**config.mk**
```make
export PLATFORM = sky130hd
export DESIGN_NAME = obi_burst_ctrl
export DESIGN_NICKNAME = d
export VERILOG_FILES = /design/src/rtl/obi_burst_ctrl.sv
export SDC_FILE = /design/constraint.sdc
export NUM_CORES = 1
export LEC_CHECK = 0
export ABC_AREA = 1
export BUFFER_PORTS_ARGS = -buffer_cell sky130_fd_sc_hd__buf_2
export CORE_AREA = 2 2 113 115
export CTS_CLUSTER_DIAMETER = 30
export DETAILED_ROUTE_END_ITERATION = 16
export DIE_AREA = 0 0 115 117
export PLACE_DENSITY = 0.69
export SYNTH_ARGS = -nofsm -noshare
export SYNTH_HDL_FRONTEND = slang
export SYNTH_SLANG_ARGS = --single-unit
```
**constraint.sdc**
```tcl
create_clock -name clk -period 2.3 [get_ports clk]
set_input_delay 0.115 -clock clk [delete_from_list [all_inputs] [get_ports clk]]
set_output_delay 0.115 -clock clk [all_outputs]
set_load 0.03 [all_outputs]
```
**src/rtl/obi_burst_ctrl.sv**
```systemverilog
// Burst sequencer: one host command becomes single-outstanding OBI word transfers addressed by an external +4 counter.
// Stalls on wdata_valid_i, obi_gnt_i, obi_rvalid_i and rdata_ready_i; define OBI_BURST_ERR_EN for error-response abort and sticky err_o.
module obi_burst_ctrl #(
  parameter int LEN_W = 16
) (
  input  logic             clk,
  input  logic             rst_n,
  input  logic             start_i,
  input  logic [31:0]      start_addr_i,
  input  logic [LEN_W-1:0] len_i,
  input  logic             we_i,
  output logic             busy_o,
  output logic             done_o,
  input  logic             wdata_valid_i,
  input  logic [31:0]      wdata_i,
  output logic             wdata_ready_o,
  output logic             rdata_valid_o,
  output logic [31:0]      rdata_o,
  input  logic             rdata_ready_i,
  output logic             cnt_ld_o,
  output logic             cnt_en_o,
  output logic [31:0]      cnt_load_val_o,
  input  logic [31:0]      cnt_addr_i,
`ifdef OBI_BURST_ERR_EN
  input  logic             obi_err_i,
  output logic             err_o,
`endif
  output logic             obi_req_o,
  input  logic             obi_gnt_i,
  output logic [31:0]      obi_addr_o,
  output logic             obi_we_o,
  output logic [3:0]       obi_be_o,
  output logic [31:0]      obi_wdata_o,
  input  logic             obi_rvalid_i,
  input  logic [31:0]      obi_rdata_i
);

  typedef enum logic [2:0] {
    S_IDLE,
    S_WDATA,
    S_REQ,
    S_RESP,
    S_RDOUT,
    S_DONE
  } state_t;

  localparam logic [LEN_W-1:0] LEN_ONE = {{(LEN_W-1){1'b0}}, 1'b1};

  state_t           state, state_d;
  logic [LEN_W-1:0] remaining;
  logic             we_q;
  logic [31:0]      wdata_q;
  logic             resp_err;
  logic             unused_addr_lsb;

`ifdef OBI_BURST_ERR_EN
  assign resp_err = obi_err_i;
`else
  assign resp_err = 1'b0;
`endif

  // Byte offset is dropped: the counter only ever steps whole words.
  assign unused_addr_lsb = ^start_addr_i[1:0];
  assign cnt_load_val_o  = {start_addr_i[31:2], 2'b00};
  assign obi_addr_o      = cnt_addr_i;
  assign obi_we_o        = we_q;
  assign obi_wdata_o     = wdata_q;
  assign obi_be_o        = 4'hF;

  always_ff @(posedge clk) begin
    if (!rst_n) state <= S_IDLE;
    else        state <= state_d;
  end

  always_comb begin
    state_d = state;
    case (state)
      S_IDLE: begin
        if (start_i) begin
          if (len_i == '0) state_d = S_DONE;
          else if (we_i)   state_d = S_WDATA;
          else             state_d = S_REQ;
        end
      end
      S_WDATA: if (wdata_valid_i) state_d = S_REQ;
      S_REQ:   if (obi_gnt_i)     state_d = S_RESP;
      S_RESP: begin
        if (obi_rvalid_i) begin
          if (resp_err)                state_d = S_DONE;
          else if (!we_q)              state_d = S_RDOUT;
          else if (remaining > LEN_ONE) state_d = S_WDATA;
          else                         state_d = S_DONE;
        end
      end
      S_RDOUT: begin
        if (rdata_ready_i) state_d = (remaining != '0) ? S_REQ : S_DONE;
      end
      S_DONE:  state_d = S_IDLE;
      default: state_d = S_IDLE;
    endcase
  end

  always_comb begin
    busy_o        = 1'b1;
    done_o        = 1'b0;
    wdata_ready_o = 1'b0;
    rdata_valid_o = 1'b0;
    obi_req_o     = 1'b0;
    cnt_ld_o      = 1'b0;
    cnt_en_o      = 1'b0;
    case (state)
      S_IDLE: begin
        busy_o   = 1'b0;
        cnt_ld_o = start_i;
      end
      S_WDATA: wdata_ready_o = 1'b1;
      S_REQ: begin
        obi_req_o = 1'b1;
        cnt_en_o  = obi_gnt_i;
      end
      S_RDOUT: rdata_valid_o = 1'b1;
      S_DONE:  done_o = 1'b1;
      default: ;
    endcase
  end

  // Request fields come straight from these registers, so they cannot move while REQ waits for grant.
  always_ff @(posedge clk) begin
    if (!rst_n) begin
      remaining <= '0;
      we_q      <= 1'b0;
      wdata_q   <= '0;
      rdata_o   <= '0;
    end else begin
      case (state)
        S_IDLE: begin
          if (start_i && (len_i != '0)) begin
            remaining <= len_i;
            we_q      <= we_i;
          end
        end
        S_WDATA: if (wdata_valid_i) wdata_q <= wdata_i;
        S_RESP: begin
          if (obi_rvalid_i) begin
            remaining <= remaining - LEN_ONE;
            if (!we_q && !resp_err) rdata_o <= obi_rdata_i;
          end
        end
        default: ;
      endcase
    end
  end

`ifdef OBI_BURST_ERR_EN
  always_ff @(posedge clk) begin
    if (!rst_n)                                               err_o <= 1'b0;
    else if ((state == S_IDLE) && start_i)                    err_o <= 1'b0;
    else if ((state == S_RESP) && obi_rvalid_i && obi_err_i)  err_o <= 1'b1;
  end
`endif

endmodule

```
==> results.tsv <==
stage	metric	value	unit
floorplan	ios	292	
cells_and_area	final_common_cell	nor2_1	
routing	viasPerCell	4.61	
sta	tightest_slew	0.544	ns
global_route	grt-ovfl-total	0	
synthesis	ys_seq_area_share	39.4	%
global_route	grt_pass1_wl	16700	um
routing	ant_nets	0	
cells_and_area	nets	857	
global_route	grt_use_total	15.8	%
cells_and_area	finalInstanceArea	0.00501	mm2
sta	setup_violations	0	
routing	drc	0	
placement	io_buffer_count	159	
floorplan	die-area	0.0135	mm2
power	total_power	5.76	mW
global_route	antenna_found_initial	1	
clock_network	cts_buffer_depth	2	
global_route	grt_util_met2	26.0	%
clock_network	htree_levels	3	
cells_and_area	mostFrequentLayoutCells	179 x nor2_1, 159 x buf_2, 84 x dfxtp_1, 82 x o21ai_0, 63 x nand2_1	
worst_setup_path	path_buf_inv	1	
placement	dpl.hpwl	8090	um
floorplan	fp-row-count	41	
floorplan	start_util	34.7	%
worst_setup_path	crit_fanout	6	
routing	drtIter0Drc	195	
global_route	grt_max_degree	35	
clock_network	clk_latency	0.34	ns
placement	gp_congestion	0.807	
power	powerDensity	1150	mW/mm2
cells_and_area	antenna_cells	0	
hold_path	min_path_type	input pin to flip-flop	
clock_network	root_buffer	clkbuf_16	
cells_and_area	final_util	40.7	%
synthesis	syn_area_per_cell	6.97	um2
clock_network	cts_tree	built	
clock_network	postCtsHoldBufs	0	
clock_network	clkTransAtPathRegs	0.07	ns
routing	wirelength	10900	um
global_route	met3_usage	5.56	%
routing	post_drt_wl_per_cell	12.7	um
global_route	grt-busiest-layer	met2	
synthesis	synthDistinctLibCells	33	
worst_setup_path	endpoint_kind	flip-flop	
clock_network	cts_buffers	9	
hold_path	min-delay-start	obi_rdata_i[21]	
sta	fin_worst_skew	0.00769	ns
synthesis	syn_area	0.00427	mm2
worst_setup_path	cp_slowest_stage_delay	0.33	ns
clock_network	cts_resized	0	
worst_setup_path	cp_top_family	simple AND/OR/NAND/NOR gates	
power	ir_worst_vdd	0.000400	V
sta	hold_viol_final	0	
cells_and_area	drive_above_1_share	28.3	%
worst_setup_path	critPathLaunchType	flip-flop	
sta	finalCritPeriodShare	76.3	%
global_route	grt_pass1_vias	3518	
routing	first_pass_iters	4	
global_route	grt_use_met1	17.8	%
worst_setup_path	reg2reg_from	remaining[0]	
sta	grt_setup_unrepaired	no	
worst_setup_path	slowest_stage	dfxtp_1	
worst_setup_path	crit_chain	inv_1 -> ha_1 -> nand3_1 -> nor2_1 -> nand2_1 -> o21ai_0 -> o21bai_1 -> a21oi_1	
power	p_leak	2.45	nW
sta	clock.fmax	570	MHz
clock_network	cts_setup_buffers	0	
synthesis	yosys_warnings	0	
floorplan	core_area	0.0123	mm2
synthesis	synthCells	613	
sta	setup_tns	0	ns
worst_setup_path	arrival	2.03	ns
placement	dpl_cell_area	0.00468	mm2
sta	slew_headroom	63.7	%
sta	min_period	1.76	ns
synthesis	synth-seq-cells	84	
routing	num_vias	3952	
clock_network	cts.sinks	84	
worst_setup_path	crit_type	flip-flop to flip-flop	
cells_and_area	area_delta_synth_final	17.3	%
outcome	outcome	finished, final reports clean	
worst_setup_path	cp-startpoint	remaining[0]	
floorplan	die_h	117	um
floorplan	die_x	115	um
sta	timing.final.max_slew_violations	0	
worst_setup_path	critical_path_required	2.57	ns
job	cap_violations	0	
## cell families (layout without fill, tap and decap cells)
group	after synthesis	after routing	synth area share, %
flip-flops	84	84	39.4
AND/OR/NAND/NOR	275	275	25.9
other	2	6	0.176
adder cells (fa/ha/maj)	3	3	0.879
buffers and inverters	129	219	18.7
XOR/XNOR	4	4	0.820
AO/OA/AOI/OAI	114	114	13.7
multiplexers	2	2	0.469
## per-stage QoR
| step | cells | hold slack [ns] | worst slack, ns |
|---|---|---|---|
| 2_1_floorplan | 617 | 0.280 | 0.705 |
| 3_3_place_gp | 841 | 0.230 | 0.598 |
| 3_5_place_dp | 841 | 0.230 | 0.605 |
| 4_1_cts | 857 | 0.000471 | 0.581 |
| 5_1_grt | 857 | 0.0176 | 0.368 |
| 6_report | 857 | 0.0157 | 0.544 |
## layer usage
layer | wire (um) | up-vias
met2 | 4970 | 140
met3 | 946 | 30
met1 | 4630 | 1739
met5 | 0 | -
met4 | 348 | 0
li1 | - | 2043
## layout make-up
cell class	instances	area, um2
Multi-Input combinational cell	404	1810
Inverter	35	131
Sequential cell	84	1680
Clock buffer	9	225
Timing Repair Buffer	168	876
Tap cell	150	188
Clock inverter	7	105
Fill cell	1325	7300
## where the power goes
group	internal, mW	switching [mW]
logic	0.711	1.53
registers	1.73	0.184
clock network	0.968	0.638
total	3.41	2.36
## Yosys cell counts
master	n	share of area [%]
nand2_2	4	0.59
nor2_1	179	16
clkbuf_1	14	1.2
o21ai_2	1	0.21
nand2_1	63	5.5
a21oi_1	22	2.6
xor2_1	3	0.62
buf_4	69	12
o211ai_1	1	0.18
nand3b_1	3	0.53
a31o_2	1	0.21
o21ai_0	82	9.6
o21ai_1	4	0.47
mux2i_1	2	0.47
buf_12	1	0.47
inv_2	6	0.53
nor2_2	2	0.29
a31oi_1	1	0.15
buf_6	3	0.79
nor2_4	2	0.53
nor3_1	1	0.12
conb_1	2	0.18
xnor2_1	1	0.21
nand3_1	17	2.0
inv_1	29	2.5
nor2b_1	1	0.15
o21bai_1	1	0.18
ha_1	3	0.88
buf_2	6	0.70
nand4_1	3	0.44
o22ai_1	1	0.15
clkbuf_8	1	0.32
dfxtp_1	84	39
## registers in the layout, indices dropped and copies added (netlist names)
signal       count
obi_wdata_o     32
rdata_o         32
remaining       16
state            3
obi_we_o         1
## tightest hold or removal path, stage by stage
cell and delay [ns]:
buf_2 0.07, o21ai_0 0.07, nor2_1 0.07
## worst paths after layout
kind,endpoint,slack [ns],depth (start not counted)
worst max-delay path,remaining[10],0.54,8
worst min-delay path,rdata_o[21],0.02,3
worst max register to register,remaining[10],0.54,8
worst min register to register,obi_wdata_o[11],0.47,2
No activity file was read; power rests on OpenSTA's default activity.
